File: src/rtl/axis_read_interface_pkg.sv
// Shared constants for the AXIS BRAM reader.
// State encoding and prefetch FIFO sizing.
package axis_read_interface_pkg;

  typedef enum logic [1:0] {
    IDLE  = 2'd0,
    READ  = 2'd1,
    DRAIN = 2'd2,
    DONE  = 2'd3
  } state_t;

  localparam int FIFO_DEPTH = 4;
  localparam int FIFO_CW    = $clog2(FIFO_DEPTH) + 1;

endpackage

File: src/rtl/axis_read_interface_if.sv
// AXI-Stream beat bundle with master/slave views.
// Field names follow the stream signal names.
interface axis_read_interface_if #(
  parameter int data_width = 512,
  parameter int keep_width = data_width / 8
);

  logic                  t_valid;
  logic                  t_ready;
  logic [data_width-1:0] t_data;
  logic [keep_width-1:0] t_keep;
  logic                  t_last;

  modport master (
    output t_valid, t_data, t_keep, t_last,
    input  t_ready
  );

  modport slave (
    input  t_valid, t_data, t_keep, t_last,
    output t_ready
  );

endinterface

File: src/rtl/axis_rd_fifo.sv
// 4-entry prefetch FIFO between BRAM and the stream port.
// Accepts push and pop in the same cycle, even when full.
module axis_rd_fifo
  import axis_read_interface_pkg::*;
#(
  parameter int width = 8
) (
  input  logic               clk,
  input  logic               rst_n,
  input  logic               push,
  input  logic [width-1:0]   din,
  input  logic               pop,
  output logic [width-1:0]   dout,
  output logic               full,
  output logic               empty,
  output logic [FIFO_CW-1:0] count
);

  localparam int PW = FIFO_CW - 1;

  logic [width-1:0]   mem_q [FIFO_DEPTH];
  logic [width-1:0]   mem_d [FIFO_DEPTH];
  logic [PW-1:0]      wr_q, wr_d;
  logic [PW-1:0]      rd_q, rd_d;
  logic [FIFO_CW-1:0] cnt_q, cnt_d;
  logic               do_push, do_pop;

  assign empty = (cnt_q == '0);
  assign full  = (cnt_q == FIFO_CW'(FIFO_DEPTH));
  assign count = cnt_q;
  assign dout  = mem_q[rd_q];

  always_comb begin
    do_pop  = pop && !empty;
    do_push = push && (!full || do_pop);
    mem_d   = mem_q;
    wr_d    = wr_q;
    rd_d    = rd_q;
    cnt_d   = cnt_q;
    if (do_push) begin
      mem_d[wr_q] = din;
      wr_d        = wr_q + 1'b1;
    end
    if (do_pop) begin
      rd_d = rd_q + 1'b1;
    end
    case ({do_push, do_pop})
      2'b10:   cnt_d = cnt_q + 1'b1;
      2'b01:   cnt_d = cnt_q - 1'b1;
      default: cnt_d = cnt_q;
    endcase
  end

  always_ff @(posedge clk or negedge rst_n) begin
    if (!rst_n) begin
      for (int i = 0; i < FIFO_DEPTH; i++) begin
        mem_q[i] <= '0;
      end
      wr_q  <= '0;
      rd_q  <= '0;
      cnt_q <= '0;
    end else begin
      mem_q <= mem_d;
      wr_q  <= wr_d;
      rd_q  <= rd_d;
      cnt_q <= cnt_d;
    end
  end

endmodule

File: src/rtl/axis_read_interface.sv
// Streams a BRAM region out as one AXIS packet via a prefetch FIFO.
// AXIS_RD_PARTIAL_KEEP_EN adds last_keep for the final beat's t_keep.
module axis_read_interface
  import axis_read_interface_pkg::*;
#(
  parameter int data_width     = 512,
  parameter int counter_width  = 10,
  parameter int mem_size_depth = 1024,
  parameter int keep_width     = data_width / 8
) (
  input  logic                     axis_clk,
  input  logic                     reset,
  input  logic                     start,
  input  logic [counter_width-1:0] start_addr,
  input  logic [counter_width:0]   pkt_len,
`ifdef AXIS_RD_PARTIAL_KEEP_EN
  input  logic [keep_width-1:0]    last_keep,
`endif
  input  logic [data_width-1:0]    bram_dout,
  output logic                     bram_ena,
  output logic [counter_width-1:0] bram_address,
  axis_read_interface_if.master    axis,
  output logic                     busy,
  output logic                     done
);

  localparam int FW = data_width + keep_width + 1;
  localparam logic [counter_width:0] DEPTH =
    (counter_width+1)'(mem_size_depth);
  localparam logic [counter_width:0] ONE =
    (counter_width+1)'(1);

  state_t                   state_q, state_d;
  logic [counter_width-1:0] addr_q, addr_d;
  logic [counter_width:0]   len_q, len_d;
  logic [counter_width:0]   issue_q, issue_d;
  logic                     pend_q, pend_d;
  logic                     plast_q, plast_d;

  logic [FW-1:0]      fifo_din, fifo_dout;
  logic               fifo_full, fifo_empty;
  logic [FIFO_CW-1:0] fifo_cnt;
  logic [FIFO_CW:0]   level;
  logic               room, pop, head_last;
  logic [keep_width-1:0] push_keep;

`ifdef AXIS_RD_PARTIAL_KEEP_EN
  logic [keep_width-1:0] keep_q, keep_d;

  always_comb begin
    keep_d = keep_q;
    if (state_q == IDLE && start && pkt_len != '0) begin
      keep_d = last_keep;
    end
  end

  always_ff @(posedge axis_clk or negedge reset) begin
    if (!reset) begin
      keep_q <= '0;
    end else begin
      keep_q <= keep_d;
    end
  end

  assign push_keep = plast_q ? keep_q : '1;
`else
  assign push_keep = '1;
`endif

  // Reads issued last cycle land in the FIFO this cycle.
  assign level = {1'b0, fifo_cnt} + {{FIFO_CW{1'b0}}, pend_q};
  assign room  = !fifo_full && (level < (FIFO_CW+1)'(FIFO_DEPTH));

  assign fifo_din  = {plast_q, push_keep, bram_dout};
  assign pop       = !fifo_empty && axis.t_ready;
  assign head_last = fifo_dout[FW-1];

  assign axis.t_valid = !fifo_empty;
  assign axis.t_data  = fifo_empty ? '0 : fifo_dout[data_width-1:0];
  assign axis.t_keep  = fifo_empty ? '0 : fifo_dout[data_width +: keep_width];
  assign axis.t_last  = !fifo_empty && head_last;

  assign bram_address = addr_q + issue_q[counter_width-1:0];

  always_comb begin
    state_d  = state_q;
    addr_d   = addr_q;
    len_d    = len_q;
    issue_d  = issue_q;
    pend_d   = 1'b0;
    plast_d  = plast_q;
    bram_ena = 1'b0;
    busy     = 1'b0;
    done     = 1'b0;
    unique case (state_q)
      IDLE: begin
        if (start && pkt_len != '0) begin
          addr_d  = start_addr;
          len_d   = (pkt_len > DEPTH) ? DEPTH : pkt_len;
          issue_d = '0;
          state_d = READ;
        end
      end
      READ: begin
        busy = 1'b1;
        if (room) begin
          bram_ena = 1'b1;
          pend_d   = 1'b1;
          plast_d  = (issue_q == len_q - ONE);
          issue_d  = issue_q + ONE;
          if (issue_q == len_q - ONE) begin
            state_d = DRAIN;
          end
        end
      end
      DRAIN: begin
        busy = 1'b1;
        if (pop && head_last) begin
          state_d = DONE;
        end
      end
      DONE: begin
        done    = 1'b1;
        state_d = IDLE;
      end
      default: state_d = IDLE;
    endcase
  end

  always_ff @(posedge axis_clk or negedge reset) begin
    if (!reset) begin
      state_q <= IDLE;
      addr_q  <= '0;
      len_q   <= '0;
      issue_q <= '0;
      pend_q  <= 1'b0;
      plast_q <= 1'b0;
    end else begin
      state_q <= state_d;
      addr_q  <= addr_d;
      len_q   <= len_d;
      issue_q <= issue_d;
      pend_q  <= pend_d;
      plast_q <= plast_d;
    end
  end

  axis_rd_fifo #(
    .width (FW)
  ) u_fifo (
    .clk   (axis_clk),
    .rst_n (reset),
    .push  (pend_q),
    .din   (fifo_din),
    .pop   (pop),
    .dout  (fifo_dout),
    .full  (fifo_full),
    .empty (fifo_empty),
    .count (fifo_cnt)
  );

endmodule

File: src/flat_wrapper.sv
// flat-port wrapper written by rule: the top's interface ports become plain ports
module axis_read_interface_flat import axis_read_interface_pkg::*;
#(
  parameter int data_width     = 512,
  parameter int counter_width  = 10,
  parameter int mem_size_depth = 1024,
  parameter int keep_width     = data_width / 8
)
  (axis_clk, reset, start, start_addr, pkt_len, bram_dout, bram_ena, bram_address, busy, done, axis_t_valid, axis_t_data, axis_t_keep, axis_t_last, axis_t_ready);
  axis_read_interface_if #(.data_width(data_width), .keep_width(keep_width)) axis_i ();
  input  logic axis_clk;
  input  logic reset;
  input  logic start;
  input  logic [counter_width-1:0] start_addr;
  input  logic [counter_width:0] pkt_len;
  input  logic [data_width-1:0] bram_dout;
  output logic bram_ena;
  output logic [counter_width-1:0] bram_address;
  output logic busy;
  output logic done;
  output wire logic [$bits(axis_i.t_valid)-1:0] axis_t_valid;
  output wire logic [$bits(axis_i.t_data)-1:0] axis_t_data;
  output wire logic [$bits(axis_i.t_keep)-1:0] axis_t_keep;
  output wire logic [$bits(axis_i.t_last)-1:0] axis_t_last;
  input wire logic [$bits(axis_i.t_ready)-1:0] axis_t_ready;
  assign axis_t_valid = axis_i.t_valid;
  assign axis_t_data = axis_i.t_data;
  assign axis_t_keep = axis_i.t_keep;
  assign axis_t_last = axis_i.t_last;
  assign axis_i.t_ready = axis_t_ready;
  axis_read_interface #(.data_width(data_width), .counter_width(counter_width), .mem_size_depth(mem_size_depth), .keep_width(keep_width)) u_core (.axis_clk(axis_clk), .reset(reset), .start(start), .start_addr(start_addr), .pkt_len(pkt_len), .bram_dout(bram_dout), .bram_ena(bram_ena), .bram_address(bram_address), .axis(axis_i), .busy(busy), .done(done));
endmodule
File: config.mk
export PLATFORM = sky130hd
export DESIGN_NAME = axis_read_interface_flat
export DESIGN_NICKNAME = d
export VERILOG_FILES = /design/src/rtl/axis_read_interface_pkg.sv /design/src/rtl/axis_read_interface_if.sv /design/src/rtl/axis_rd_fifo.sv /design/src/rtl/axis_read_interface.sv /design/src/flat_wrapper.sv
export SDC_FILE = /design/constraint.sdc
export NUM_CORES = 2
export LEC_CHECK = 0
export ABC_AREA = 1
export CAP_MARGIN = 20
export CELL_PAD_IN_SITES_DETAIL_PLACEMENT = 2
export CELL_PAD_IN_SITES_GLOBAL_PLACEMENT = 2
export CORE_MARGIN = 2
export CORE_UTILIZATION = 30
export DETAILED_ROUTE_END_ITERATION = 16
export PLACE_DENSITY_LB_ADDON = 0.3
export SLEW_MARGIN = 10
export SYNTH_ARGS = -nofsm -noshare
export SYNTH_HDL_FRONTEND = slang
export SYNTH_SLANG_ARGS = --single-unit
File: constraint.sdc
create_clock -name axis_clk -period 4.9 [get_ports axis_clk]
set_input_delay 0.735 -clock axis_clk [delete_from_list [all_inputs] [get_ports axis_clk]]
set_output_delay 0.735 -clock axis_clk [all_outputs]
set_load 0.02 [all_outputs]
After elaboration in Yosys (flattened, before gate mapping)
Index checks and enable logic that the tools add are counted.

cells by class
  bitwise gates (word level) = 2
  $lt $le $gt $ge = 5
  multiplexer cells = 22
  reductions and logical operators = 21
  eq/ne operators = 11
  add/subtract/negate cells = 8

operator list
  kind                     number
  $bwmux W2308             1
  $mux W577                3
  $bmux W577 S2            1
  $demux W577 S2           1
  $mux W512                1
  $mux W64                 1
  $mux W11                 3
  $pmux W11 S2             1
  $add A11 B1 Y11 const B  1
  $eq A11 B11 Y1           1
  $gt A11 B11 Y1 const B   1
  $reduce_bool A11 Y1      1
  $sub A11 B1 Y11 const B  1
  $add A10 B10 Y10         1
  $logic_and A1 B1 Y1      8
  $mux W2                  4
  $ne A2 B1 Y1 const B     4
  $pmux W2 S4              1
  $eq A2 B2 Y1 const B     3
  $ge A3 B3 Y1 const B     2
  $not A2 Y3               2
  $pmux W3 S2              1
  $add A2 B1 Y2 const B    2
  $add A3 B1 Y4            1
  other kinds (16)         23

storage, ports and cells
  output and inout bits = 591
  register bits = 2351
  word-level logic and storage cells = 82
  input port bits = 537

Longest topological paths before layout
  word-level depth = 8
  mapped depth = 16
  depth with buffers taken out = 16

Cells and area by module
From an unflattened synthesis, not the netlist that was laid out.

second synthesis, totals
  cell total of the unflattened synthesis = 15157
  area total of the unflattened synthesis = 117292.5 um^2

by module, submodules not included
  module               times used  sequential area each (um^2)  area each (um^2)  cells each
  axis_rd_fifo         1           57930.6                      110036.8          13578
  axis_read_interface  1           900.9                        7255.7            1579

Worst setup path after synthesis
OpenSTA, ideal clock, no wires.

  path kind = register to output
  from = reg u_core.u_fifo.rd_q[0]
  to = out axis_t_keep[10]
  path slack = -0.161 ns
  required time = 4.165 ns
  stages on the path, launching flop included = 11
  arrival time = 4.326 ns
  path buffers = 6
  cell sequence = dfrtp_1 > buf_4 > inv_2 > buf_4 > buf_4 > buf_2 > buf_2 > a21oi_1 > o21ai_0 > a21oi_1 > buf_4

between the ends
  cells in the longest elaborated chain, start to end = 5

RTL lines
  item                                          RTL line                   source
  start, declared                               axis_rd_fifo.sv:24         logic [PW-1:0] rd_q, rd_d;
  start signal, assigned                        axis_rd_fifo.sv:65         rd_q <= rd_d;
  $not A2 Y3 (implied by the code)              axis_rd_fifo.sv:31         assign dout = mem_q[rd_q];
  $bmux W577 S2                                 axis_rd_fifo.sv:31
  $mux W577 (implied by the code) (2 in a row)  axis_rd_fifo.sv:31
  $mux W64                                      axis_read_interface.sv:80  assign axis.t_keep = fifo_empty ? '0 : fifo_dout[data_width +: keep_width];
  end, declared                                 flat_wrapper.sv:23         output wire logic [$bits(axis_i.t_keep)-1:0] axis_t_keep;

Every way passes these cells. The select of a mux whose other input is x is not followed.

Worst setup path in the final report
  from = reg u_core.u_fifo.rd_q[0]
  to = out axis_t_data[353]

between the ends
  cells in the longest elaborated chain, start to end = 5

RTL lines
  item                                          RTL line                   source
  $not A2 Y3 (implied by the code)              axis_rd_fifo.sv:31
  $bmux W577 S2                                 axis_rd_fifo.sv:31
  $mux W577 (implied by the code) (2 in a row)  axis_rd_fifo.sv:31
  $mux W512                                     axis_read_interface.sv:79  assign axis.t_data = fifo_empty ? '0 : fifo_dout[data_width-1:0];
  end, declared                                 flat_wrapper.sv:22         output wire logic [$bits(axis_i.t_data)-1:0] axis_t_data;

Every way passes these cells. The select of a mux whose other input is x is not followed.

==> implementation parameters <==
Parameter                              Value

Outcome
  Outcome ... complete, but fails checks
  Failing checks ... max-slew violations, negative setup slack

Synth
  Fraction of synthesis flops using an asynchronous set or reset pin ... 100.0%
  Area share of the leading cell type in the synthesized netlist ... between 50% and 60%
  Number of instances in the synthesized netlist ... between 10k and 15k
  Average cell area after synthesis ... between 8 and 9 um^2
  Register bit total from synthesis ... 2099
  Synth area leaders ... sky130_fd_sc_hd__dfrtp_1, sky130_fd_sc_hd__nand2_1, sky130_fd_sc_hd__o21ai_0
  Post-Synthesis Net Count ... 12.65k
  Distinct cell type count after synthesis ... 42
  Share of synthesized area occupied by flip-flops and latches ... approximately 54%
  Cell taking the most area after synthesis ... sky130_fd_sc_hd__dfrtp_1
  Warnings, synthesis ... 0
  Post-synth EDFFs ... 0
  Most used DFF post-synth ... sky130_fd_sc_hd__dfrtp_1
  Summed instance area of the synthesized netlist ... approximately 0.097 mm^2

CTS
  Post-CTS Setup Bufs ... 0
  Cts bufs inserted ... roughly 270
  Clk Latency, worst-skew pair ... 870 ps
  Clk sinks ... around 2.1k
  Root Buffer ... sky130_fd_sc_hd__clkbuf_16
  Number of H-tree branching levels ... 5
  Bufs on Longest Clock Path ... 4
  TritonCTS clock tree ... yes
  Clock slew at the register clock pins of the worst setup and hold paths ... ~60 ps

Setup path
  Critical path data arrival time ... between 4000 and 5000 ps
  Crit Path Max Fanout ... 191
  Data required time at the worst endpoint ... 4160 ps
  Launching element type of the critical path ... flip-flop
  Critical Path End Type ... output pin
  Crit path kind ... flip-flop to output pin

Timing
  Final total negative setup slack ... -32.50 ps
  Post-route fraction of the period consumed by the critical path ... 100.6%
  Worst relative slew slack ... -10.31%
  Number of endpoints with negative hold slack in the final report ... 0
  Setup slack after layout ... -29.39 ps
  Largest clock skew in the final design ... 45.92 ps
  Max frequency ... between 0.2 and 0.25 GHz
  Post-layout minimum cycle time ... ~5000 ps
  Count of pins over their slew limit ... 79
  RSZ-0062 raised after global routing ... no
  Worst hold slack after final layout ... approximately 400 ps
  Worst-margin pin slew ... between 1500 and 2000 ps
  Final setup violation count ... 2

Floorplanning
  Row count ... 208
  Placeable core area ... between 0.3 and 0.4 mm^2
  Height of the die ... between 500 and 600 um
  Boundary Pins ... between 1k and 1.5k
  Die footprint ... 0.3282 mm^2
  Die width ... 572.9 um
  Effective utilization at floorplan ... 30.18%

Layout
  Combined area of the multi-input logic cells ... approximately 0.035 mm^2
  Nets ... about 13k
  Relative area change from synthesis to final layout ... 23.51%
  Seq. cell area ... between 0.05 and 0.06 mm^2
  Post-Route Utilization ... 37.27%
  Share of post-route cells with drive strength above 1 ... 5.214%
  Number of fill cells in the layout ... approximately 36k
  Total non-filler cell area in the finished layout ... around 0.12 mm^2
  Count of placed standard cells in the final layout, fillers left out ... 17.28k

Routing
  Number of antenna-violating nets in the routed design ... 0
  Per-cell via count in the routed design ... roughly 5.2
  Routed wire length ... between 400000 and 500000 um
  Count of TritonRoute iterations in the first routing pass ... 6
  DRC Markers ... 0
  Total number of vias ... around 90k
  First DRT Iteration DRCs ... approximately 5.2k
  Post-detailed-route wirelength per cell ... between 20 and 25 um

Placement
  Placed Area ... roughly 0.11 mm^2
  DPL Wire Length ... roughly 270000 um
  Routability Congestion ... between 0.8 and 0.9
  Number of placed instances, taps included ... about 17k
  I/O Buffers ... 1127

Global route
  First-pass GRT wire length ... 647200 um
  Vias in the first global route ... roughly 100k
  Overall global routing resource usage ... between 20% and 30%
  Initial antenna violation count ... 102
  Largest net degree at the start of global routing ... 202
  Remaining global-route overflow ... 0

Worst hold path
  Worst min-delay path category ... primary input to asynchronous set/reset pin

Power
  Cell leakage power ... 55.82 nW
  Worst vdd rail ir drop ... about 0.00077 V
  Power density over cell area ... around 830 mW/mm^2

Run
  Number of maximum-capacitance violations ... 0
[worst max-delay path, cell delays in order, from the launching register on]
cell and delay [ps]:
sky130_fd_sc_hd__dfrtp_4 570, sky130_fd_sc_hd__buf_12 220, sky130_fd_sc_hd__a21oi_1 440, sky130_fd_sc_hd__o21ai_0 130
sky130_fd_sc_hd__a21oi_1 590, sky130_fd_sc_hd__clkdlybuf4s50_1 720
[flip-flops by register name (all words and copies together), names as in the netlist]
register,count
u_core.addr_q,10
u_core.issue_q,11
u_core.len_q,11
u_core.pend_q,1
u_core.plast_q,1
u_core.state_q,2
u_core.u_fifo.count,3
u_core.u_fifo.mem_q,2056
u_core.u_fifo.rd_q,2
u_core.u_fifo.wr_q,2
[kinds of logic (layout without fill, tap and decap cells)]
kind of cell	after synthesis	in the layout	share of synthesized area, %
flops	2099	2099	54.10
xor+xnor	29	29	0.2758
compound gates	3635	3635	19.12
mux	1	1	0.01031
simple gates	4302	4302	16.77
fa+ha+maj	23	23	0.3119
buf+inv	1996	2838	9.402
other cells	0	48	0
[Yosys cell counts, types with 2 or more instances]
master and number:
sky130_fd_sc_hd__fa_1 2, sky130_fd_sc_hd__nand3b_1 3, sky130_fd_sc_hd__o21ai_1 220, sky130_fd_sc_hd__nand4_1 3, sky130_fd_sc_hd__nor3_1 7, sky130_fd_sc_hd__dfrtp_1 2099
sky130_fd_sc_hd__buf_2 239, sky130_fd_sc_hd__or2_2 4, sky130_fd_sc_hd__nand2_1 4214, sky130_fd_sc_hd__clkinv_1 2, sky130_fd_sc_hd__xor2_1 18, sky130_fd_sc_hd__nand3_1 33
sky130_fd_sc_hd__buf_6 101, sky130_fd_sc_hd__nand2_4 2, sky130_fd_sc_hd__ha_1 21, sky130_fd_sc_hd__clkbuf_1 383, sky130_fd_sc_hd__inv_1 1071, sky130_fd_sc_hd__o31ai_1 10
sky130_fd_sc_hd__o211ai_1 2, sky130_fd_sc_hd__o21ai_0 1763, sky130_fd_sc_hd__buf_4 134, sky130_fd_sc_hd__nor2_1 28, sky130_fd_sc_hd__inv_2 4, sky130_fd_sc_hd__xnor2_1 10
sky130_fd_sc_hd__o21ai_2 90, sky130_fd_sc_hd__a21oi_1 1548, sky130_fd_sc_hd__buf_8 6, sky130_fd_sc_hd__buf_1 54
[through the flow]
stage / power, mW / setup slack [ps]
2_1_floorplan: 56.07 / 932.1
3_3_place_gp: 76.93 / 900.3
3_5_place_dp: 79.31 / 843.4
4_1_cts: 100.0 / 10.59
5_1_grt: 105.4 / 0.1732
6_report: 99.13 / -29.39
[layer usage]
metal / track usage [%] / vias to the layer above / routed length (um)
li1: - / 39770 / -
met1: 33.33 / 47480 / 185700
met2: 41.69 / 1913 / 201000
met3: 4.343 / 620 / 20670
met4: 8.761 / 48 / 14040
met5: 0 / - / 325
[worst paths after layout]
| check | startpoint | to | slack [ps] | cells past startpoint |
|---|---|---|---|---|
| max | u_core.u_fifo.rd_q[0] | axis_t_data[353] | -30 | 5 |
| min reg2reg | u_core.u_fifo.mem_q[575] | u_core.u_fifo.mem_q[575] | 460 | 1 |
| max reg2reg | u_core.u_fifo.count[1] | u_core.u_fifo.count[1] | 2030 | 8 |
| min in group axis_clk | start_addr[0] | u_core.addr_q[0] | 440 | 3 |
| max in group asynchronous | reset | u_core.u_fifo.mem_q[2202] | 2800 | 4 |
| min | reset | u_core.u_fifo.mem_q[1495] | 400 | 2 |
[final cells by class]
| cell class | count | share of cell area [%] |
|---|---|---|
| antenna | 48 | 0.1002 |
| clock buffer | 391 | 6.386 |
| clock inverter | 66 | 0.7409 |
| inverter | 1079 | 3.449 |
| multi-input combinational | 7990 | 29.57 |
| sequential | 2099 | 43.81 |
| tap | 4305 | 4.492 |
| timing repair buffer | 1302 | 11.44 |
[repair_timing]
| action | 4_1_cts | 5_1_grt |
|---|---|---|
| endpoints found under the setup margin | 64 | 20 |
| hold buffers | 1 | 0 |
| gates resized for setup | 0 | 2 |
| endpoints found under the hold margin | 54 | 0 |
[cells in the final DEF, fill, tap and decap left out, types with 73 or more instances in the layout]
master,count
sky130_fd_sc_hd__nand2_1,4213
sky130_fd_sc_hd__dfrtp_1,2097
sky130_fd_sc_hd__o21ai_0,1763
sky130_fd_sc_hd__a21oi_1,1547
sky130_fd_sc_hd__clkdlybuf4s50_1,1124
sky130_fd_sc_hd__inv_1,1070
sky130_fd_sc_hd__clkbuf_16,267
sky130_fd_sc_hd__o21ai_1,220
sky130_fd_sc_hd__o21ai_2,90
sky130_fd_sc_hd__buf_12,88
sky130_fd_sc_hd__buf_4,86
sky130_fd_sc_hd__clkbuf_1,73
[report_power, final]
part | internal [mW] | leakage [nW] | total (mW) | switching, mW
clock | 11.6 | 4.19 | 19.8 | 8.21
combinational | 17.5 | 25.8 | 50.2 | 32.7
sequential | 25.6 | 25.9 | 29.1 | 3.50
total | 54.7 | 55.8 | 99.1 | 44.4
No activity file was read; power rests on OpenSTA's default activity.
